===== src/rtl/seg_pkg.sv =====
`default_nettype none
// ============================================================================
//  Module   : seg_pkg
//  Purpose  : Shared types and constants for the multiplexed seven-segment
//             scan driver: scan phase enum, blank segment pattern, digit
//             count and the active-low hex segment table (gfedcba).
//  Revision : 1.0 - initial release
// ============================================================================
package seg_pkg;

    typedef enum logic [0:0] {
        BLANK = 1'b0,
        SHOW  = 1'b1
    } phase_t;

    localparam int         DIGITS    = 4;
    localparam logic [6:0] SEG_BLANK = 7'h7F;

    // Active-low segment patterns, bit 0 = segment a ... bit 6 = segment g.
    // Entry [0] is the rightmost element of the concatenation.
    localparam logic [15:0][6:0] SEG_TABLE = {
        7'h0E,  // F
        7'h06,  // E
        7'h21,  // d
        7'h46,  // C
        7'h03,  // b
        7'h08,  // A
        7'h10,  // 9
        7'h00,  // 8
        7'h78,  // 7
        7'h02,  // 6
        7'h12,  // 5
        7'h19,  // 4
        7'h30,  // 3
        7'h24,  // 2
        7'h79,  // 1
        7'h40   // 0
    };

endpackage : seg_pkg
`default_nettype wire


===== src/rtl/hex_to_7seg.sv =====
`default_nettype none
// ============================================================================
//  Module   : hex_to_7seg
//  Purpose  : Combinational nibble to active-low seven-segment decoder.
//  Ports    : nibble [3:0] in  - hex digit
//             seg    [6:0] out - active-low segments, seg[0]=a .. seg[6]=g
//  Revision : 1.0 - initial release
// ============================================================================
module hex_to_7seg
    import seg_pkg::*;
(
    input  logic [3:0] nibble,
    output logic [6:0] seg
);

    assign seg = SEG_TABLE[nibble];

endmodule : hex_to_7seg
`default_nettype wire


===== src/rtl/seg_scan_display.sv =====
`default_nettype none
// ============================================================================
//  Module   : seg_scan_display
//  Purpose  : Multiplexed 4-digit seven-segment scan driver. Latches a 16-bit
//             hex value once per frame and shows one digit at a time, each
//             digit preceded by a single blank guard cycle.
//  Params   : HOLD_CYCLES (1..15) - SHOW cycles per digit
//  Ports    : clock        in   scan clock (divided clock), rising edge
//             reset        in   asynchronous, active-high
//             enable       in   scan enable, low blanks the display
//             value [15:0] in   hex digits, value[3:0] is digit 0 (rightmost)
//             dp_in [3:0]  in   decimal points, active-high, bit n = digit n
//             anode [3:0]  out  digit select, active-low
//             seg   [6:0]  out  segments, active-low, seg[0]=a .. seg[6]=g
//             dp           out  decimal point, active-low
//             frame_done   out  one-cycle pulse on the last SHOW of digit 3
//  Options  : define SEG_LEADING_ZERO_BLANK_EN to blank leading zero digits
//             (digits 3..1); digit 0 is always decoded.
//  Revision : 1.0 - initial release
// ============================================================================
module seg_scan_display
    import seg_pkg::*;
#(
    parameter int HOLD_CYCLES = 1
) (
    input  logic        clock,
    input  logic        reset,
    input  logic        enable,
    input  logic [15:0] value,
    input  logic [3:0]  dp_in,
    output logic [3:0]  anode,
    output logic [6:0]  seg,
    output logic        dp,
    output logic        frame_done
);

    localparam logic [3:0] HOLD_LAST = 4'(HOLD_CYCLES - 1);

    phase_t      phase, phase_nx;
    logic [1:0]  digit, digit_nx;
    logic [3:0]  hold, hold_nx;
    // Set after reset or while disabled: the next enabled edge is the
    // BLANK(0) entry edge and latches a fresh value.
    logic        restart, restart_nx;
    logic        latch;
    logic [15:0] value_q;
    logic [3:0]  dp_q;

    logic [3:0]  nibble;
    logic [6:0]  dec_seg;
    logic        lz_blank;
    logic        show_nx;

    // ------------------------------------------------------------------
    // Next-state logic
    // ------------------------------------------------------------------
    always_comb begin
        phase_nx   = phase;
        digit_nx   = digit;
        hold_nx    = hold;
        restart_nx = restart;
        latch      = 1'b0;
        if (!enable) begin
            phase_nx   = BLANK;
            digit_nx   = 2'd0;
            hold_nx    = 4'd0;
            restart_nx = 1'b1;
        end else if (restart) begin
            phase_nx   = BLANK;
            digit_nx   = 2'd0;
            hold_nx    = 4'd0;
            restart_nx = 1'b0;
            latch      = 1'b1;
        end else if (phase == BLANK) begin
            phase_nx = SHOW;
            hold_nx  = 4'd0;
        end else if (hold == HOLD_LAST) begin
            phase_nx = BLANK;
            digit_nx = digit + 2'd1;
            hold_nx  = 4'd0;
            latch    = (digit == 2'd3);
        end else begin
            hold_nx = hold + 4'd1;
        end
    end

    // ------------------------------------------------------------------
    // Output decode for the state being entered; outputs are registered
    // so they line up with the state they describe.
    // ------------------------------------------------------------------
    always_comb begin
        case (digit_nx)
            2'd0:    nibble = value_q[3:0];
            2'd1:    nibble = value_q[7:4];
            2'd2:    nibble = value_q[11:8];
            default: nibble = value_q[15:12];
        endcase
    end

    hex_to_7seg u_dec (
        .nibble (nibble),
        .seg    (dec_seg)
    );

`ifdef SEG_LEADING_ZERO_BLANK_EN
    // A digit is a leading zero when it and every more-significant nibble
    // are zero.
    always_comb begin
        case (digit_nx)
            2'd3:    lz_blank = (value_q[15:12] == 4'h0);
            2'd2:    lz_blank = (value_q[15:8]  == 8'h00);
            2'd1:    lz_blank = (value_q[15:4]  == 12'h000);
            default: lz_blank = 1'b0;
        endcase
    end
`else
    assign lz_blank = 1'b0;
`endif

    assign show_nx = (phase_nx == SHOW);

    // ------------------------------------------------------------------
    // State and output registers
    // ------------------------------------------------------------------
    always_ff @(posedge clock or posedge reset) begin
        if (reset) begin
            phase      <= BLANK;
            digit      <= 2'd0;
            hold       <= 4'd0;
            restart    <= 1'b1;
            value_q    <= 16'h0000;
            dp_q       <= 4'b0000;
            anode      <= 4'b1111;
            seg        <= SEG_BLANK;
            dp         <= 1'b1;
            frame_done <= 1'b0;
        end else begin
            phase   <= phase_nx;
            digit   <= digit_nx;
            hold    <= hold_nx;
            restart <= restart_nx;
            if (latch) begin
                value_q <= value;
                dp_q    <= dp_in;
            end
            if (show_nx) begin
                anode <= ~(4'b0001 << digit_nx);
                seg   <= lz_blank ? SEG_BLANK : dec_seg;
                dp    <= ~dp_q[digit_nx];
            end else begin
                anode <= 4'b1111;
                seg   <= SEG_BLANK;
                dp    <= 1'b1;
            end
            frame_done <= show_nx && (digit_nx == 2'd3) && (hold_nx == HOLD_LAST);
        end
    end

endmodule : seg_scan_display
`default_nettype wire


===== config.mk =====
export PLATFORM = sky130hd
export DESIGN_NAME = seg_scan_display
export DESIGN_NICKNAME = d
export VERILOG_FILES = /design/src/rtl/seg_pkg.sv /design/src/rtl/hex_to_7seg.sv /design/src/rtl/seg_scan_display.sv
export SDC_FILE = /design/constraint.sdc
export NUM_CORES = 1
export LEC_CHECK = 0
export ABC_AREA = 1
export BUFFER_PORTS_ARGS = -buffer_cell sky130_fd_sc_hd__clkbuf_2
export CAP_MARGIN = 20
export CELL_PAD_IN_SITES_DETAIL_PLACEMENT = 1
export CELL_PAD_IN_SITES_GLOBAL_PLACEMENT = 2
export CORE_ASPECT_RATIO = 0.6
export CORE_UTILIZATION = 32
export DETAILED_ROUTE_END_ITERATION = 8
export GPL_TIMING_DRIVEN = 1
export PLACE_DENSITY = 0.76
export SLEW_MARGIN = 15
export SYNTH_ARGS = -nofsm -noshare
export SYNTH_HDL_FRONTEND = slang
export SYNTH_SLANG_ARGS = --single-unit
export TNS_END_PERCENT = 10

===== constraint.sdc =====
create_clock -name clock -period 2.1 [get_ports clock]
set_input_delay 0.42 -clock clock [delete_from_list [all_inputs] [get_ports clock]]
set_output_delay 0.42 -clock clock [all_outputs]
set_load 0.005 [all_outputs]

# Yosys cells after proc, flatten, opt, wreduce, memory -nomap -nowiden

Memories as Yosys holds them, arrays and structs flattened.
Cells that the tools add are included.

Output and inout port bits: 13
Register bits: 41
Memories: 1
Bits in read-only memories: 112
Word-level logic and storage cells: 51
Input port bits: 23

Memories:

| memory           | depth | bits a word | read ports | clocked after memory_dff | write ports | line              | text |
|---|---|---|---|---|---|---|---|
| (name not given) | 16    | 7           | 1          | 0                        | 0           | hex_to_7seg.sv:16 | `assign seg = SEG_TABLE[nibble];` |

Order comparisons: 2
Shift-type cells: 1
Bitwise logic cells: 2
Add/sub/neg operators: 2
Reduce and logical (&&, ||, !) cells: 5
Mux-type cells: 24
Eq/ne operators: 4

Operators by type and width:

| kind                  | number |
|---|---|
| $mux W4               | 5 |
| $mux W7               | 2 |
| $pmux W4 S3           | 1 |
| $mux W1               | 11 |
| $logic_not A4 Y1      | 2 |
| $mux W2               | 4 |
| $eq A2 B2 Y1 const B  | 3 |
| $lt A4 B5 Y1 const B  | 1 |
| $add A4 B1 Y4 const B | 1 |
| $not A4 Y4            | 1 |
| $shl A1 B2 Y4 const A | 1 |
| $lt A2 B3 Y1 const B  | 1 |
| $add A2 B1 Y2 const B | 1 |
| $bmux W1 S2           | 1 |
| $eq A2 B1 Y1 const B  | 1 |
| $logic_and A1 B1 Y1   | 2 |
| $logic_not A2 Y1      | 1 |
| $not A1 Y1            | 1 |

# Longest topological paths before layout

Depth in word-level cells: 10
Mapped depth: 17
Gate-level depth less buffers: 17

# Cells and area by module

From an unflattened synthesis, not the netlist that was laid out.

Cell total of the unflattened synthesis: 244
Area total of the unflattened synthesis: 2188.3 um^2

Modules (own cells, without submodules):

| module           | times used | area an instance (um^2) | cells each | sequential area each (um^2) |
|---|---|---|---|---|
| seg_scan_display | 1          | 1914.3                  | 195        | 1042.2 |
| hex_to_7seg      | 1          | 274.0                   | 49         | 0.0 |

# Worst setup path after synthesis

No wires, ideal clock.

Path type: register to register
Start: register hold[0]
End: register seg[3]
Cell stages (with the launch flop): 17
Clock period less this slack: 2.087 ns
Data arrival time: 2.004 ns
Path slack: 0.013 ns
Setup time: 0.084 ns
Required time: 2.016 ns
Buffers on the path: 0
Cell sequence: dfrtp_1 > inv_1 > ha_1 > nand3_4 > nand2_4 > inv_2 > nor2_8 > nor2_4 > nand2_1 > nand3_2 > nor2_4 > inv_1 > ha_1 > nand2_2 > nand2_1 > nand2_1 > nand3_1

Word-level cells in the longest chain between the ends: 10
Elaborated cells on any way between the ends: 16
Classes of those cells: eq/ne: 2; mux: 11; reduce/logical: 2; memory: 1

RTL lines:

| item                                 | line                    | text |
|---|---|---|
| from (decl)                          | seg_scan_display.sv:41  | `logic [3:0] hold, hold_nx;` |
| from (signal assigned)               | seg_scan_display.sv:140 | `hold <= hold_nx;` |
| $logic_not A4 Y1 *                   | seg_scan_display.sv:77  | `end else if (hold == HOLD_LAST) begin` |
| $mux W2 *                            | seg_scan_display.sv:77  |  |
| $mux W2 *                            | seg_scan_display.sv:74  | `end else if (phase == BLANK) begin` |
| $mux W2 *                            | seg_scan_display.sv:68  | `end else if (restart) begin` |
| $mux W2 *                            | seg_scan_display.sv:63  | `if (!enable) begin` |
| via digit_nx[1]                      | seg_scan_display.sv:40  | `logic [1:0] digit, digit_nx;` |
| $eq A2 B2 Y1 (tied with other cells) | seg_scan_display.sv:92  | `case (digit_nx)` |
| $pmux W4 S3 *                        | seg_scan_display.sv:92  |  |
| $mem_v2 Z16 W7 *                     | n/a                     |  |
| $mux W7 (implied by the code) *      | hex_to_7seg.sv:16       |  |
| $mux W7 *                            | seg_scan_display.sv:146 | `if (show_nx) begin` |
| to (signal assigned)                 | seg_scan_display.sv:148 | `seg <= lz_blank ? SEG_BLANK : dec_seg;` |
| to (decl)                            | seg_scan_display.sv:32  | `output logic [6:0] seg,` |

The timed path passes the listed nets; every way through them passes the cells marked *. The select of a mux whose other input is x is not followed.
A chain may end at the register's enable or synchronous reset.

# Worst setup path in the final report

Start: register digit[0]
End: register seg[3]

Word-level cells in the longest chain between the ends: 10
Elaborated cells on any way between the ends: 12
Classes of those cells: add/sub: 1; eq/ne: 2; mux: 7; reduce/logical: 1; memory: 1

RTL lines:

| item                                 | line                    | text |
|---|---|---|
| from (decl)                          | seg_scan_display.sv:40  |  |
| from (signal assigned)               | seg_scan_display.sv:139 | `digit <= digit_nx;` |
| $add A2 B1 Y2                        | seg_scan_display.sv:79  | `digit_nx = digit + 2'd1;` |
| $mux W2                              | seg_scan_display.sv:77  |  |
| $mux W2 *                            | seg_scan_display.sv:74  |  |
| $mux W2 *                            | seg_scan_display.sv:68  |  |
| $mux W2 *                            | seg_scan_display.sv:63  |  |
| $eq A2 B2 Y1 (tied with other cells) | seg_scan_display.sv:92  |  |
| $pmux W4 S3 *                        | seg_scan_display.sv:92  |  |
| $mem_v2 Z16 W7 *                     | n/a                     |  |
| $mux W7 (implied by the code) *      | hex_to_7seg.sv:16       |  |
| $mux W7 *                            | seg_scan_display.sv:146 |  |

Every way passes the cells marked *; elsewhere a longest branch is shown, timed or not. The select of a mux whose other input is x is not followed.

==> summary.md <==
| Metric | Value |
|---|---|
| Final HPWL DP | 4050 microns |
| Core Area | ~6700 sq um |
| Final hold viol count | 0 |
| Pwr per Cell Area | approximately 710 nW/um^2 |
| CP startpoint kind | register |
| Top_reg_cell synth | dfrtp_1 |
| Worst Path Required | around 2.3 ns |
| RSZ-0062 raised after global routing | true |
| FP Rows | 23 |
| GRT overflow | 0 |
| Area grow syn2layout | 39.7% |
| Yosys top cell by area | dfrtp_1 |
| GP Congestion | 0.775 |
| Top-count cell post-synth | nand2_1 |
| CP Capture Type | register |
| #FFs+latches synth | 41 |
| Leakage | 1.56 nW |
| Tot GR Track Use | 18.4% |
| Clock sinks | 41 |
| Synth top cells by count | 43 x nand2_1, 28 x dfrtp_1, 21 x inv_1 |
| # hold bufs at CTS | 0 |
| CP Class | register to register |
| CP arrival | 2.39 ns |
| Post-route DRC | 0 |
| DIE HEIGHT | 66.6 microns |
| Final setup viols | 6 |
| Die ar. | 7310 sq um |
| Run status | complete, but fails checks |
| Detailed Route Iter0 Violations | 63 |
| Clock Skew | 0.00223 ns |
| Top-area cell type share of the netlist area | 31.5% |
| Die W | 110 microns |
| Antenna cells | 0 |
| Worst vdd ir | 0.456 mV |
| Largest net degree at the start of global routing | 42 |
| Worst setup slack after layout | -0.0795 ns |
| H-tree depth | 2 |
| Share of layout cells above drive strength 1 | 61.5% |
| Yosys warns | 0 |
| Worst-Skew Late Latency | slightly below 0.3 ns |
| DRT Wirelength | 5750 microns |
| Initial antenna violation count | 0 |
| Num ports | 36 |
| Mapped Cells | 212 |
| WL/cell | ~15 microns |
| CTS tree | yes |
| Hold WS | 0.247 ns |
| Synthesized area per cell | 10.5 sq um |
| Fin crit share | 104% |
| Final nets | 322 |
| Seq/Total Area, Yosys | 46.8% |
| Vias in the first global route | 1,802 |
| Clk pin slew, worst setup/hold paths | 0.06 ns |
| Ys async rst share | 100% |
| Final min period | about 2.2 ns |
| First-pass GRT wire length | 9670 microns |
| Post-route ant nets | 0 |
| Final Max Tran Viols | 0 |
| Ranking of synthesized cells by area | dfrtp_1 31%, dfstp_2 15%, mux2_2 8.1% |
| Vias | 1,711 |
| Post-synth cell types | 31 |
| Initial Util | 33.2% |
| Post-Syn Nets | 244 |
| Total CTS buffers | 5 |
| Rel. slew slack | 63.6% |
| Worst-Margin Slew | 0.545 ns |
| Max_cap viols | 0 |
| Drt pass-1 iters | 4 |
| Vias per cell | 4.53 |
| Number of synthesized flops with an enable pin | 0 |
| Worst Path Max Fanout | 5 |
| Fmax | 0.459 GHz |
| Final Core Density | a little under half |
| CTS root buffer | clkbuf_16 |
| Hold WC Path Type | primary input to asynchronous set/reset pin |
| Failing checks | setup timing |
| PortBufs | 35 |
| Clk buf depth | 2 |
| Mapped cell area | 2230 sq um |
| Setup TNS | -0.306 ns |
==> cells in the final DEF (no fill, tap or decap) <==
master,netlist,layout
nand4_4,1,2
nand2_4,2,5
o21bai_1,1,1
nand4_1,1,1
nand3_4,4,4
inv_2,7,10
clkbuf_16,0,5
clkbuf_1,0,1
a31o_2,1,1
nand3_1,14,14
ha_1,9,3
a21oi_2,1,1
nor2_1,9,8
o21ai_1,2,1
buf_6,0,3
nand2_8,1,1
ha_4,0,6
a21oi_1,5,4
xor2_1,1,1
inv_1,21,16
buf_4,0,34
nor2_4,6,8
nand2_2,7,16
mux2_2,16,16
clkinv_2,0,2
clkbuf_2,0,35
nor4_1,1,1
nor2_2,2,1
o21ai_4,1,1
dfrtp_1,28,28
nand3_2,5,5
inv_4,1,3
dfstp_2,13,13
o21ai_2,0,1
a22oi_1,2,2
a21oi_4,0,1
buf_12,0,1
nor2_8,3,3
nand4_2,2,1
nand2_1,43,31
==> stage by stage <==
stage / std cells / setup WS, ns / cell area (sq um) / total power [W]
final: 378 / -0.0795 / 3110 / 0.00221
after global routing: 378 / -0.203 / 3110 / 0.00233
after CTS: 375 / -0.0326 / 3070 / 0.00221
after detailed placement: 356 / -0.179 / 2690 / 0.00137
after global placement: 356 / -0.150 / 2690 / 0.00136
after floorplan: 212 / 0.0126 / 2230 / 0.00121
==> worst paths after layout <==
check / startpoint / to / slack, ns / cells past startpoint
setup / recovery: digit[0] / seg[3] / -0.08 / 15
hold / removal: reset / dp_q[3] / 0.25 / 3
setup reg to reg: digit[0] / seg[3] / -0.08 / 15
hold reg to reg: value_q[9] / value_q[9] / 0.51 / 1
max in group asynchronous: reset / seg[2] / 1.47 / 3
min in group clock: enable / restart / 0.31 / 2
==> logic make-up after synthesis <==
logic type                 count (synthesis)  synth area share [%]
and+or+nand+nor                          101                  30.1
DFF                                       41                  46.8
buffers and inverters                     31                  5.45
muxes                                     16                  8.09
AOI/OAI and AO/OA                         13                  4.10
adders and majority gates                  9                  5.06
xor gates and xnor gates                   1                 0.393
==> layout make-up <==
class | count | area (sq um)
Clock buffer | 6 | 129
Clock inverter | 2 | 10.0
Fill cell | 762 | 3590
Inverter | 29 | 116
Multi-Input combinational cell | 140 | 1220
Sequential cell | 41 | 1040
Tap cell | 87 | 109
Timing Repair Buffer | 73 | 484
==> timing repair <==
action / in CTS / in global routing
resized for setup: 37 / 6
endpoints found under the hold margin: 0 / 0
endpoints found under the setup margin: 7 / 7
pin swaps: 23 / 12
buffers inserted: 11 / 3
==> flip-flops by register name (all words and copies together) (netlist names) <==
register	flops
value_q	16
seg	7
anode	4
dp_q	4
hold	4
digit	2
dp	1
frame_done	1
phase	1
restart	1
==> report_power, final <==
group | total (W) | switching [W] | internal, W
registers | 0.000921 | 0.0000450 | 0.000876
logic | 0.000546 | 0.000297 | 0.000248
clock network | 0.000739 | 0.000303 | 0.000436
==> worst max-delay path, cell delays in order (launching register included) <==
cell     delay, ns
dfrtp_1       0.38
ha_1          0.32
inv_2         0.09
nand4_4       0.11
nand3_4       0.16
buf_12        0.12
nor2_8        0.03
inv_4         0.07
nor2_4        0.04
nor2_4        0.25
inv_4         0.09
ha_4          0.18
nand2_4       0.08
nand2_2       0.06
nand2_1       0.06
nand3_1       0.07
==> layer usage <==
| metal | GRT usage, % | routed length, microns |
|---|---|---|
| met3 | 4.89 | 186 |
| met4 | 5.00 | 65 |
| met5 | 0 | 0 |
| met1 | 26.2 | 2960 |
| met2 | 27.1 | 2530 |
Power figures use the tool's default switching activity.
